**src/rtl/booth_radix2_seq.sv**
```systemverilog
// Sequential 16x16 signed radix-2 Booth multiplier: one recode/add/shift step per clock.
// A 17-bit accumulator keeps -32768 operands exact.
module booth_radix2_seq #(
  parameter int WIDTH = 16
) (
  input  logic                   clk_i,
  input  logic                   rst_i,
  input  logic                   start_i,
  input  logic [WIDTH-1:0]       mcand_i,
  input  logic [WIDTH-1:0]       mplier_i,
  output logic                   busy_o,
  output logic                   done_o,
  output logic [2*WIDTH-1:0]     product_o
);

  typedef enum logic [1:0] {IDLE, CALC, DONE} state_t;

  localparam logic [4:0]     LAST_STEP = 5'(WIDTH - 1);
  localparam logic [WIDTH:0] ONE       = {{WIDTH{1'b0}}, 1'b1};

  state_t               state_q;
  logic [WIDTH:0]       acc_q;
  logic [WIDTH-1:0]     mplier_q;
  logic                 q1_q;
  logic [WIDTH:0]       mcand_q;
  logic [4:0]           cnt_q;
  logic [2*WIDTH-1:0]   product_q;
  logic                 busy_q;
  logic                 done_q;

  logic [WIDTH:0]       sum;
  logic [WIDTH:0]       acc_d;
  logic [WIDTH-1:0]     mplier_d;

  // Booth recode of {Q[0],q1}, then arithmetic right shift of {T,Q,q1}.
  always_comb begin
    sum = acc_q;
    unique case ({mplier_q[0], q1_q})
      2'b01:   sum = acc_q + mcand_q;
      2'b10:   sum = acc_q + ~mcand_q + ONE;
      default: sum = acc_q;
    endcase
    acc_d    = {sum[WIDTH], sum[WIDTH:1]};
    mplier_d = {sum[0], mplier_q[WIDTH-1:1]};
  end

  always_ff @(posedge clk_i or posedge rst_i) begin
    if (rst_i) begin
      state_q   <= IDLE;
      acc_q     <= '0;
      mplier_q  <= '0;
      q1_q      <= 1'b0;
      mcand_q   <= '0;
      cnt_q     <= '0;
      product_q <= '0;
      busy_q    <= 1'b0;
      done_q    <= 1'b0;
    end else begin
      unique case (state_q)
        IDLE, DONE: begin
          if (start_i) begin
            mcand_q  <= {mcand_i[WIDTH-1], mcand_i};
            acc_q    <= '0;
            mplier_q <= mplier_i;
            q1_q     <= 1'b0;
            cnt_q    <= '0;
            state_q  <= CALC;
            busy_q   <= 1'b1;
            done_q   <= 1'b0;
          end
        end
        CALC: begin
          acc_q    <= acc_d;
          mplier_q <= mplier_d;
          q1_q     <= mplier_q[0];
          cnt_q    <= cnt_q + 5'd1;
          // Final step: A[16] is only a sign copy, so the product is A[15:0]:Q.
          if (cnt_q == LAST_STEP) begin
            product_q <= {acc_d[WIDTH-1:0], mplier_d};
            state_q   <= DONE;
            busy_q    <= 1'b0;
            done_q    <= 1'b1;
          end
        end
        default: state_q <= IDLE;
      endcase
    end
  end

  assign busy_o    = busy_q;
  assign done_o    = done_q;
  assign product_o = product_q;

endmodule

```
**config.mk**
```make
export PLATFORM = sky130hd
export DESIGN_NAME = booth_radix2_seq
export DESIGN_NICKNAME = d
export VERILOG_FILES = /design/src/rtl/booth_radix2_seq.sv
export SDC_FILE = /design/constraint.sdc
export NUM_CORES = 1
export LEC_CHECK = 0
export ABC_AREA = 1
export BUFFER_PORTS_ARGS = -buffer_cell sky130_fd_sc_hd__clkbuf_2
export CORE_ASPECT_RATIO = 0.6
export CORE_MARGIN = 2
export CORE_UTILIZATION = 60
export CTS_CLUSTER_DIAMETER = 50
export CTS_CLUSTER_SIZE = 28
export DETAILED_ROUTE_END_ITERATION = 10
export PLACE_DENSITY = 0.82
export SYNTH_ARGS = -nofsm -noshare
export SYNTH_HDL_FRONTEND = slang
export SYNTH_SLANG_ARGS = --single-unit
```
**constraint.sdc**
```tcl
create_clock -name clk_i -period 8.47 [get_ports clk_i]
set_clock_uncertainty 0.1 [all_clocks]
set_input_delay 1.694 -clock clk_i [delete_from_list [all_inputs] [get_ports clk_i]]
set_output_delay 1.694 -clock clk_i [all_outputs]
set_load 0.01 [all_outputs]
```
== After elaboration in Yosys (flattened, before gate mapping) ==
Cells that the tools add are included.
Cells by class
  add/subtract/negate cells: 4
  equality and inequality tests: 7
  mux-type cells: 17
  bitwise operators: 1
  reductions and logical operators: 8
Operators by type and width (number)
  17-bit case mux with 2 select lines: 2
  17-bit adder: 2
  16-bit case mux with 2 select lines: 1
  17-bit by 1-bit adder with 17-bit output, second input constant: 1
  17-bit 2-to-1 mux: 1
  17-bit NOT: 1
  16-bit 2-to-1 mux: 1
  5-bit case mux with 2 select lines: 1
  2-bit AND reduction: 4
  1-bit case mux with 2 select lines: 3
  5-bit by 1-bit adder with 5-bit output, second input constant: 1
  5-bit by 4-bit equality test with 1-bit output, second input constant: 1
  5-bit 2-to-1 mux: 1
  2-bit by 1-bit equality test with 1-bit output, second input constant: 2
  2-bit equality test, second input constant: 2
  1-bit 2-to-1 mux: 4
  2-bit 2-to-1 mux: 2
  2-bit inequality test, second input constant: 2
  2-bit case mux with 2 select lines: 1
  3-bit AND reduction: 1
  2-bit zero test: 1
  2-bit nonzero test: 1
  2-bit OR reduction: 1
Word-level totals
  flip-flop bits (word level): 91
  bits of input ports: 35
  output and inout port bits: 34
  logic and storage cells: 46

== Depth between registers and ports, before layout ==
Gate-level depths: netlist of the first run.
  depth in word-level cells: 5
  gate-level depth with buffers: 17
  mapped depth without buffers: 17

== Worst setup path before layout of the first run ==
OpenSTA, ideal clock, no wires.
  path type: input -> register
  from: input port start_i
  to: register mplier_q[10]
  setup time: 0.090 ns
  arrival: 2.454 ns
  required time: 8.280 ns
  slack: 5.826 ns
  cell stages on the path: 6
  buffers on the path: 2
  cell sequence: nand2_1 -> inv_1 -> buf_2 -> buf_1 -> nand2_1 -> o221ai_1
On the way
  word-level cells in the longest chain between the ends: 2
RTL lines
  start: declaration: line 8  | input logic start_i,
  2-bit inequality test (no line)
  2-bit AND reduction (no line)
  end signal: assignment: line 64  | mplier_q <= mplier_i;
  end signal: assignment: line 74  | mplier_q <= mplier_d;
  end: declaration: line 23  | logic [WIDTH-1:0] mplier_q;
Every way passes these cells.
A chain may end at the register's enable or synchronous reset.

== Final worst setup path of the first run ==
  from: input port start_i
  to: register acc_q[5]
On the way
  word-level cells in the longest chain between the ends: 2
RTL lines
  2-bit inequality test (no line)
  2-bit AND reduction (no line)
  end signal: assignment: line 50  | acc_q <= '0;
  end signal: assignment: line 63  | acc_q <= '0;
  end signal: assignment: line 73  | acc_q <= acc_d;
  end: declaration: line 22  | logic [WIDTH:0] acc_q;
Every way passes these cells.

==> results.json, run 1 <==
{
  "outcome": "complete, no violations",
  "yosys-top-cells-area": "dfrtp_1 38%, nand2_1 17%, ha_1 7.7%, inv_1 5.7%, nand3_1 5.6%",
  "synth-edff-count": 0,
  "synth_top_area_share_pct": 38.27,
  "htreeDepth": 3,
  "cp.arrival_ns": 3.14,
  "async_reset_ff_share_pct": 100.0,
  "diodes": 0,
  "slew_headroom_pct": 35.45,
  "cts_setup_buffers": 0,
  "max_freq_mhz": 329.6,
  "grt_max_degree": 78,
  "yosys_warnings": 0,
  "die_x_um": 131.9,
  "grt_pass1_vias": 5226,
  "areaGrowthSynthToFinish_pct": 10.84,
  "period_needed_ns": 3.034,
  "critPathLaunchType": "primary input",
  "period_share_pct": 35.82,
  "drt_wl_total_mm": 15.32,
  "cp_max_fo": 21,
  "hold_start": "cnt_q[3]$_DFFE_PP0P_",
  "vias": 5512,
  "r2r-start": "mplier_q[0]$_DFFE_PP0P_",
  "ant_nets": 0,
  "die-area_um2": 10640,
  "grt_antenna_before_repair": 0,
  "slew_violations": 0,
  "cts_buffer_depth": 2,
  "final_layout_size_suffix_gt1_share_pct": 16.94,
  "cts_tree": "built",
  "start_util_pct": 62.90,
  "ys_seq_area_share_pct": 38.27,
  "hold_violations": 0,
  "coreArea_um2": 9358,
  "crit_type": "primary input to flop",
  "gp_congestion": 0.9404,
  "postSynthAreaPerCell_um2": 7.394,
  "n_fill_cell": 775,
  "grt_usage_pct": 30.15,
  "synth_fp_nets": 869,
  "cts.clk_slew.worst_paths_ns": 0.06,
  "ctsHoldBuffers": 0,
  "overflow": 0,
  "insertion_delay_ns": 0.35,
  "yosysTopAreaCell": "dfrtp_1",
  "worstMarginPinSlew_ns": 0.9683,
  "die_y_um": 80.72,
  "syn_area_um2": 5886,
  "num_rows": 27,
  "drc": 0,
  "fin_nets": 918,
  "rsz0062_at_grt": "false",
  "numCtsBuffers": 9,
  "first_pass_iters": 5,
  "finalSetupTns_ns": 0,
  "dpl.hpwl_mm": 11.33,
  "postCtsResizedCells": 0,
  "ctsRootBufferMaster": "clkbuf_16",
  "io_pins": 69,
  "wl_per_cell_um": 15.64,
  "setup-violations-final": 0,
  "grt_pass1_wl_mm": 25.36,
  "endpoint_kind": "flop",
  "crit_start": "start_i",
  "hp-class": "flop to flop",
  "synthDistinctLibCells": 45,
  "synth-main-ff-cell": "dfrtp_1",
  "drv_cap": 0,
  "io_buffers": 68,
  "crit_required_ns": 8.58,
  "yosys_register_bits": 90,
  "viasPerCell": 5.624,
  "drt_iter0_markers": 570,
  "cts.sinks": 90,
  "netlist_instances": 796
}
-- cells in the mapped netlist (2+ instances only) --
master / count
ha_1: 36
buf_4: 4
inv_1: 90
clkbuf_1: 11
nand3b_1: 2
buf_6: 9
a21oi_2: 10
inv_2: 10
nand2_1: 271
o22ai_1: 3
a21boi_0: 4
o21bai_1: 2
o21ai_0: 53
nand2_2: 15
or2_2: 6
nor3_2: 3
dfrtp_1: 90
o21ai_1: 5
and2_1: 4
a21oi_1: 14
buf_2: 9
nand3_1: 66
o221ai_1: 17
nor2_2: 2
o211ai_1: 4
nor3_1: 4
fa_1: 2
nor2_1: 33
-- routing by layer --
layer	track usage, %	up-vias	share of wire [%]
met4	7.826	0	1.5
met1	41.18	2648	46
met5	0	-	0
li1	-	2639	-
met2	50.16	200	46
met3	5.745	25	6.2
-- registers in the layout (all words and copies together) (netlist names) --
signal     flops
mplier_q      16
busy_o         1
mcand_q       16
acc_q         16
q1_q           1
state_q        2
product_o     32
done_o         1
cnt_q          5
-- worst max-delay path: stages --
cell      delay [ns]
clkbuf_2        0.09
nand2_1         0.14
nand2_1         0.62
inv_2           0.33
nand2_1         0.16
o21ai_0         0.10
-- through the flow --
step | instance area [um^2] | std cells | util [%] | setup slack, ns | hold slack, ns
4_1_cts | 6524 | 980 | 69.72 | 5.512 | 0.3711
5_1_grt | 6524 | 980 | 69.72 | 5.384 | 0.3893
3_5_place_dp | 6198 | 964 | 66.24 | 5.155 | 0.3625
6_report | 6524 | 980 | 69.72 | 5.436 | 0.3704
2_1_floorplan | 5886 | 796 | - | 4.341 | 0.3402
3_3_place_gp | 6198 | 964 | 66.24 | 5.246 | 0.3613
-- layout by cell type (no fill, tap or decap), types with 4 or more instances in the layout --
cell,Yosys,final
nand2_2,15,15
a21oi_1,14,14
clkbuf_2,0,68
o221ai_1,17,17
inv_2,10,10
inv_1,90,89
or2_2,6,6
o21ai_0,53,53
and2_1,4,4
o21ai_1,5,5
buf_4,4,4
nor3_1,4,4
a21boi_0,4,4
a21oi_2,10,10
nand2_1,271,271
clkbuf_16,0,9
ha_1,36,36
dfrtp_1,90,90
nand3_1,66,66
o211ai_1,4,4
nor2_1,33,33
-- layout make-up --
class | instances | area [um^2] | share of cell area (%)
multi-input combinational | 569 | 3022 | 46.32
clock buffer | 9 | 225.2 | 3.452
tap | 130 | 162.7 | 2.493
sequential | 90 | 2252 | 34.52
inverter | 103 | 391.6 | 6.003
timing repair buffer | 72 | 370.4 | 5.677
clock inverter | 7 | 100.1 | 1.534
-- cell families after synthesis --
| logic type | synth area share, % |
|---|---|
| AOI/OAI and AO/OA | 12.35 |
| DFF | 38.27 |
| and+or+nand+nor | 30.66 |
| adders and majority gates | 8.333 |
| buffers and inverters | 10.40 |
-- worst paths after layout --
check                                       endpoint  slack (ns)  depth (start not counted)
hold / removal                  cnt_q[3]$_DFFE_PP0P_        0.37                          1
hold reg to reg                 cnt_q[3]$_DFFE_PP0P_        0.37                          1
max in group asynchronous       acc_q[3]$_DFFE_PP0P_        5.91                          3
setup reg to reg           product_o[16]$_DFFE_PP0P_        5.85                          5
min in group asynchronous   product_o[5]$_DFFE_PP0P_        1.13                          2
setup / recovery                acc_q[5]$_DFFE_PP0P_        5.44                          6
Power of run 1 is left out: the tool's default activity adds up to more than one toggle a clock period on the data nets, which glitch-free logic cannot reach.
==> run 2, diff against run 1 <==
--- a/config.mk
+++ b/config.mk
@@ -5,15 +5,15 @@
 export SDC_FILE = /design/constraint.sdc
 export NUM_CORES = 1
 export LEC_CHECK = 0
-export ABC_AREA = 1
+export ABC_AREA = 0
 export BUFFER_PORTS_ARGS = -buffer_cell sky130_fd_sc_hd__clkbuf_2
 export CORE_ASPECT_RATIO = 0.6
 export CORE_MARGIN = 2
-export CORE_UTILIZATION = 60
+export CORE_UTILIZATION = 59
 export CTS_CLUSTER_DIAMETER = 50
 export CTS_CLUSTER_SIZE = 28
 export DETAILED_ROUTE_END_ITERATION = 10
-export PLACE_DENSITY = 0.82
+export PLACE_DENSITY = 0.81
 export SYNTH_ARGS = -nofsm -noshare
 export SYNTH_HDL_FRONTEND = slang
 export SYNTH_SLANG_ARGS = --single-unit
==> constraint.sdc (replaced) <==
create_clock -name clk_i -period 3.1 [get_ports clk_i]
set_clock_uncertainty 0.1 [all_clocks]
set_input_delay 0.62 -clock clk_i [delete_from_list [all_inputs] [get_ports clk_i]]
set_output_delay 0.62 -clock clk_i [all_outputs]
set_load 0.01 [all_outputs]
==> results.json, run 2 <==
{
  "outcome": "complete, no violations",
  "ctsHoldBuffers": 0,
  "insertion_delay_ns": 0.34,
  "postSynthAreaPerCell_um2": 8.451,
  "fin_ws_ns": 0.1432,
  "grt_antenna_before_repair": 0,
  "setup-violations-final": 0,
  "largest_reg_flops": 32,
  "drt_wl_total_mm": 15.64,
  "cts.clk_slew.worst_paths_ns": 0.07,
  "areaGrowthSynthToFinish_pct": 14.56,
  "multi_input_area_um2": 2963,
  "dp_cells": 811,
  "layout_commonest_cell": "nand2_1",
  "viasPerCell": 6.185,
  "period_share_pct": 95.38,
  "hold_violations": 0,
  "synthDistinctLibCells": 55,
  "r2r-start": "acc_q[0]$_DFFE_PP0P_",
  "numCtsBuffers": 9,
  "yosysMostFrequentCell": "nand2_1",
  "die-area_um2": 10140,
  "yosys_warnings": 0,
  "netlist_instances": 651,
  "ctsRootBufferMaster": "clkbuf_16",
  "max_freq_mhz": 338.2,
  "drc": 0,
  "finalSetupTns_ns": 0,
  "hp-class": "primary input to asynchronous set/reset pin",
  "powerDensity_nw_per_um2": 1276,
  "final-seq-area_um2": 2252,
  "yosys-top-cells-area": "dfrtp_1 41%, nand2_1 10%, ha_1 8.2%, o21ai_0 4.6%, a21oi_1 3.0%",
  "num_rows": 27,
  "most-common-layout-cells": "150 x nand2_1, 90 x dfrtp_1, 68 x clkbuf_2, 51 x o21ai_0, 36 x inv_1",
  "htreeDepth": 3,
  "endpoint_kind": "flop",
  "vias": 5121,
  "cts_tree": "built",
  "grt_max_degree": 91,
  "die_y_um": 78.80,
  "rr_endpoint": "acc_q[9]$_DFFE_PP0P_",
  "ys_seq_area_share_pct": 40.94,
  "grt_pass1_wl_mm": 25.32,
  "r2r_slack_ns": 0.14,
  "diodes": 0,
  "synth_top_area_share_pct": 40.94,
  "io_buffers": 68,
  "coreArea_um2": 9121,
  "pre_cts_slack_ns": 0.04562,
  "period_needed_ns": 2.957,
  "async_reset_ff_share_pct": 100.0,
  "finalNonFillerCells": 828,
  "drt_iter0_markers": 520,
  "crit_type": "flop to flop",
  "cp.arrival_ns": 3.05,
  "place_area_um2": 5962,
  "cts.sinks": 90,
  "grt_pass1_vias": 4823,
  "critPathLaunchType": "flop",
  "irDropWorstVdd_mv": 0.6184,
  "cp_max_fo": 4,
  "n_fill_cell": 734,
  "worstMarginPinSlew_ns": 0.8816,
  "slew_headroom_pct": 41.23,
  "start_util_pct": 60.32,
  "final_layout_size_suffix_gt1_share_pct": 16.99,
  "leakage_nw": 3.128,
  "overflow": 0,
  "ff2ff_path_depth": 11,
  "slew_violations": 0,
  "synth-edff-count": 0,
  "yosys_register_bits": 90,
  "synth-main-ff-cell": "dfrtp_1",
  "grt_usage_pct": 32.23,
  "first_pass_iters": 6,
  "yosysTopAreaCell": "dfrtp_1",
  "die_x_um": 128.7,
  "ant_nets": 0,
  "synthTopCellsByCount": "150 x nand2_1, 90 x dfrtp_1, 51 x o21ai_0",
  "synth_fp_nets": 724,
  "wl_per_cell_um": 18.89,
  "syn_area_um2": 5502,
  "gp_congestion": 0.9288,
  "io_pins": 69,
  "fin_nets": 780,
  "drv_cap": 0,
  "cts_buffer_depth": 2,
  "crit_required_ns": 3.19,
  "post-route-cell-area_um2": 6302,
  "dpl.hpwl_mm": 11.21
}
[run 2: cell types whose count changed after synthesis, moves of 8 or more]
cell | previous run | this run
nand2_2 | 15 | 0
clkbuf_1 | 11 | 27
nand3_1 | 66 | 10
a21o_1 | 0 | 8
xnor2_1 | 0 | 11
nor2b_1 | 0 | 10
o221ai_1 | 17 | 2
a22oi_1 | 0 | 19
nand2_1 | 271 | 150
a21oi_2 | 10 | 0
a21oi_1 | 14 | 33
buf_6 | 9 | 1
inv_1 | 90 | 37
nand2b_1 | 0 | 11
[run 2: cell families after synthesis]
| group | count (synthesis) | share of synthesized area [%] |
|---|---|---|
| adders and majority gates | 38 | 8.915 |
| DFF | 90 | 40.94 |
| and+or+nand+nor | 239 | 18.81 |
| AOI/OAI and AO/OA | 181 | 21.61 |
| xor gates and xnor gates | 13 | 2.070 |
| buffers and inverters | 81 | 5.981 |
| muxes | 9 | 1.683 |
[run 2: final cells by class]
| cell class | count | area share (%) |
|---|---|---|
| clock buffer | 11 | 3.852 |
| sequential | 90 | 35.74 |
| tap | 116 | 2.303 |
| inverter | 40 | 2.402 |
| timing repair buffer | 86 | 7.743 |
| clock inverter | 5 | 0.9529 |
| multi-input combinational | 480 | 47.01 |
[run 2: worst max-delay path by stage]
stage	slack [ns]	to	cells past startpoint	startpoint
6_report	0.14	acc_q[9]$_DFFE_PP0P_	11	acc_q[0]$_DFFE_PP0P_
5_1_grt	-0.02	acc_q[10]$_DFFE_PP0P_	9	mcand_q[1]$_DFFE_PP0P_
4_1_cts	0.04	product_o[29]$_DFFE_PP0P_	9	acc_q[0]$_DFFE_PP0P_
3_5_place_dp	0.05	product_o[29]$_DFFE_PP0P_	9	acc_q[0]$_DFFE_PP0P_
3_3_place_gp	0.15	product_o[29]$_DFFE_PP0P_	9	acc_q[0]$_DFFE_PP0P_
2_1_floorplan	0.04	acc_q[0]$_DFFE_PP0P_	1	rst_i
[run 2: power by group]
part | switching [W] | internal, W
logic | 0.00297 | 0.00185
registers | 0.000420 | 0.00168
clock network | 0.000480 | 0.000652
[run 2: timing repair]
action	4_1_cts	5_1_grt
endpoints found under the hold margin	0	0
setup endpoints to repair	0	9
resized for setup	0	6
setup buffers	0	1
[run 2: per-stage QoR]
stage	utilization [%]	hold WS (ns)	total power, W
CTS	68.68	0.2857	0.007856
global placement	65.36	0.3596	0.006551
floorplan	-	0.3494	0.005377
finish	69.09	0.2439	0.008044
global route	69.09	0.2980	0.008626
detailed placement	65.36	0.3615	0.006671
[run 2: critical path, stage by stage, from the launching register on]
cell      delay (ns)
dfrtp_1         0.41
inv_1           0.07
ha_1            0.17
inv_1           0.06
fa_1            0.38
a21o_1          0.23
a221o_1         0.37
a211oi_2        0.38
xnor2_1         0.17
nor2_1          0.05
o31ai_1         0.30
o21ai_1         0.10
[run 2: layer usage]
layer	part of all wire (%)	up-vias	global-route usage (%)
li1	-	2367	-
met1	46	2442	48.73
met2	42	283	46.40
met3	10	29	7.480
met4	1.5	0	8.696
met5	0	-	0
(Power assumes the default switching activity.)
==> run 3, diff against run 2 <==
--- a/config.mk
+++ b/config.mk
@@ -7,13 +7,15 @@
 export LEC_CHECK = 0
 export ABC_AREA = 0
 export BUFFER_PORTS_ARGS = -buffer_cell sky130_fd_sc_hd__clkbuf_2
+export CELL_PAD_IN_SITES_DETAIL_PLACEMENT = 0
+export CELL_PAD_IN_SITES_GLOBAL_PLACEMENT = 1
 export CORE_ASPECT_RATIO = 0.6
 export CORE_MARGIN = 2
-export CORE_UTILIZATION = 59
+export CORE_UTILIZATION = 44
 export CTS_CLUSTER_DIAMETER = 50
 export CTS_CLUSTER_SIZE = 28
 export DETAILED_ROUTE_END_ITERATION = 10
-export PLACE_DENSITY = 0.81
+export PLACE_DENSITY_LB_ADDON = 0.1
 export SYNTH_ARGS = -nofsm -noshare
 export SYNTH_HDL_FRONTEND = slang
 export SYNTH_SLANG_ARGS = --single-unit
==> results.json, run 3 (same netlist as run 2, synthesis figures left out) <==
{
  "drv_cap": 0,
  "die-area_um2": 13440,
  "post-route-cell-area_um2": 6436,
  "io_pins": 69,
  "ctsHoldBuffers": 0,
  "crit_type": "flop to flop",
  "cp.arrival_ns": 3.08,
  "grt_pass1_wl_mm": 26.36,
  "fin_nets": 793,
  "period_share_pct": 95.63,
  "use_met2_pct": 35.53,
  "setup-violations-final": 0,
  "use_met1_pct": 39.47,
  "leakage_nw": 3.177,
  "place_area_um2": 6126,
  "areaGrowthSynthToFinish_pct": 16.99,
  "cts_buffer_depth": 2,
  "critPathLaunchType": "flop",
  "slew_violations": 0,
  "drt_iter0_markers": 345,
  "outcome": "complete, no violations",
  "max_freq_mhz": 337.3,
  "n_fill_cell": 1156,
  "drc": 0,
  "insertion_delay_ns": 0.35,
  "fin_util_pct": 53.01,
  "io_buffers": 68,
  "ant_nets": 0,
  "cts.clk_slew.worst_paths_ns": 0.07,
  "endpoint_kind": "flop",
  "ctsRootBufferMaster": "clkbuf_16",
  "dpl.hpwl_mm": 12.04,
  "irDropWorstVdd_mv": 0.5266,
  "whs_ns": 0.2344,
  "grt_usage_pct": 25.37,
  "start_util_pct": 45.32,
  "cts.sinks": 90,
  "vias": 4977,
  "numCtsBuffers": 9,
  "coreArea_um2": 12140,
  "wl_per_cell_um": 18.44,
  "powerDensity_nw_per_um2": 1252,
  "diodes": 0,
  "layout_commonest_cell": "nand2_1",
  "largest_reg_flops": 32,
  "grt_pass1_vias": 4765,
  "overflow": 0,
  "multi_input_area_um2": 2965,
  "slew_headroom_pct": 46.58,
  "crit_required_ns": 3.22,
  "gp_congestion": 0.9131,
  "final_layout_size_suffix_gt1_share_pct": 18.37,
  "grt_antenna_before_repair": 0,
  "die_x_um": 148.4,
  "viasPerCell": 5.598,
  "hp-class": "primary input to asynchronous set/reset pin",
  "drt_wl_total_mm": 16.39,
  "met3_usage_pct": 6.010,
  "hold_violations": 0,
  "first_pass_iters": 4,
  "htreeDepth": 3,
  "most-common-layout-cells": "150 x nand2_1, 90 x dfrtp_1, 68 x clkbuf_2, 51 x o21ai_0",
  "cts_tree": "built",
  "num_rows": 31,
  "gr-max-usage-layer": "met1",
  "period_needed_ns": 2.964,
  "die_y_um": 90.62,
  "grt_max_degree": 49,
  "final-seq-area_um2": 2252,
  "cp_max_fo": 4,
  "worstMarginPinSlew_ns": 0.8012
}
-- run 3: changes by cell type in the layout (fill, tap and decap cells not counted), sizes merged --
| cell | previous run | this run |
|---|---|---|
| buf | 18 | 31 |
| bufinv | 1 | 0 |
| clkbuf | 79 | 77 |
| clkinv | 2 | 3 |
| clkinvlp | 1 | 2 |
-- run 3: path summary, 6_finish.rpt --
path                                          startpoint                        end  slack [ns]  cells past startpoint
worst max-delay path                acc_q[0]$_DFFE_PP0P_  product_o[25]$_DFFE_PP0P_        0.14                     11
worst min-delay path                               rst_i      acc_q[14]$_DFFE_PP0P_        0.23                      2
worst max register to register      acc_q[0]$_DFFE_PP0P_  product_o[25]$_DFFE_PP0P_        0.14                     11
worst min register to register  product_o[5]$_DFFE_PP0P_   product_o[5]$_DFFE_PP0P_        0.38                      2
max in group asynchronous                          rst_i       acc_q[2]$_DFFE_PP0P_        1.92                      3
min in group clk_i                            mcand_i[7]     mcand_q[7]$_DFFE_PP0P_        0.38                      3
-- run 3: stage by stage --
step	cells	total power (W)	setup TNS [ns]	worst slack [ns]
after global placement	873	0.006830	0	0.07326
after detailed placement	873	0.006839	-0.09366	-0.04227
after global routing	889	0.008719	-0.01839	-0.01708
after floorplan	651	0.005377	0	0.04474
after CTS	888	0.007955	0	0.001038
final	889	0.008057	0	0.1356
-- run 3: cell type report --
type	instances	area share [%]
clock buffers	9	3.499
clock inverters	6	0.7776
inverters	40	2.352
multi-input cells	480	46.07
flip-flops and latches	90	34.99
well taps	165	3.208
repair buffers	99	9.098
-- run 3: metal layers --
| metal | vias up | part of all wire [%] | wire [um] |
|---|---|---|---|
| met1 | 2435 | 52 | 8529 |
| met3 | 14 | 5.9 | 967 |
| met5 | - | 0 | 0 |
| li1 | 2390 | - | - |
| met2 | 138 | 41 | 6778 |
| met4 | 0 | 0.73 | 119 |
-- run 3: worst max-delay path, cell delays in order (launching register included) --
cell,delay (ns)
dfrtp_1,0.41
inv_1,0.07
ha_1,0.16
inv_1,0.05
fa_1,0.38
a21o_1,0.24
a221o_1,0.39
a211oi_2,0.38
xnor2_1,0.16
nor2_1,0.05
o31ai_1,0.32
o21ai_1,0.12
-- run 3: repair_timing --
item / 4_1_cts / 5_1_grt
pin swaps: 0 / 1
resized for setup: 2 / 3
buffers inserted: 0 / 1
endpoints found under the setup margin: 4 / 9
-- run 3: power breakdown --
| group | total, W | switching, W | leakage (nW) | internal (W) |
|---|---|---|---|---|
| Combinational | 0.00495 | 0.00303 | 1.90 | 0.00193 |
| Sequential | 0.00205 | 0.000370 | 1.15 | 0.00168 |
| Clock | 0.00106 | 0.000508 | 0.129 | 0.000548 |
| Total | 0.00806 | 0.00390 | 3.18 | 0.00415 |
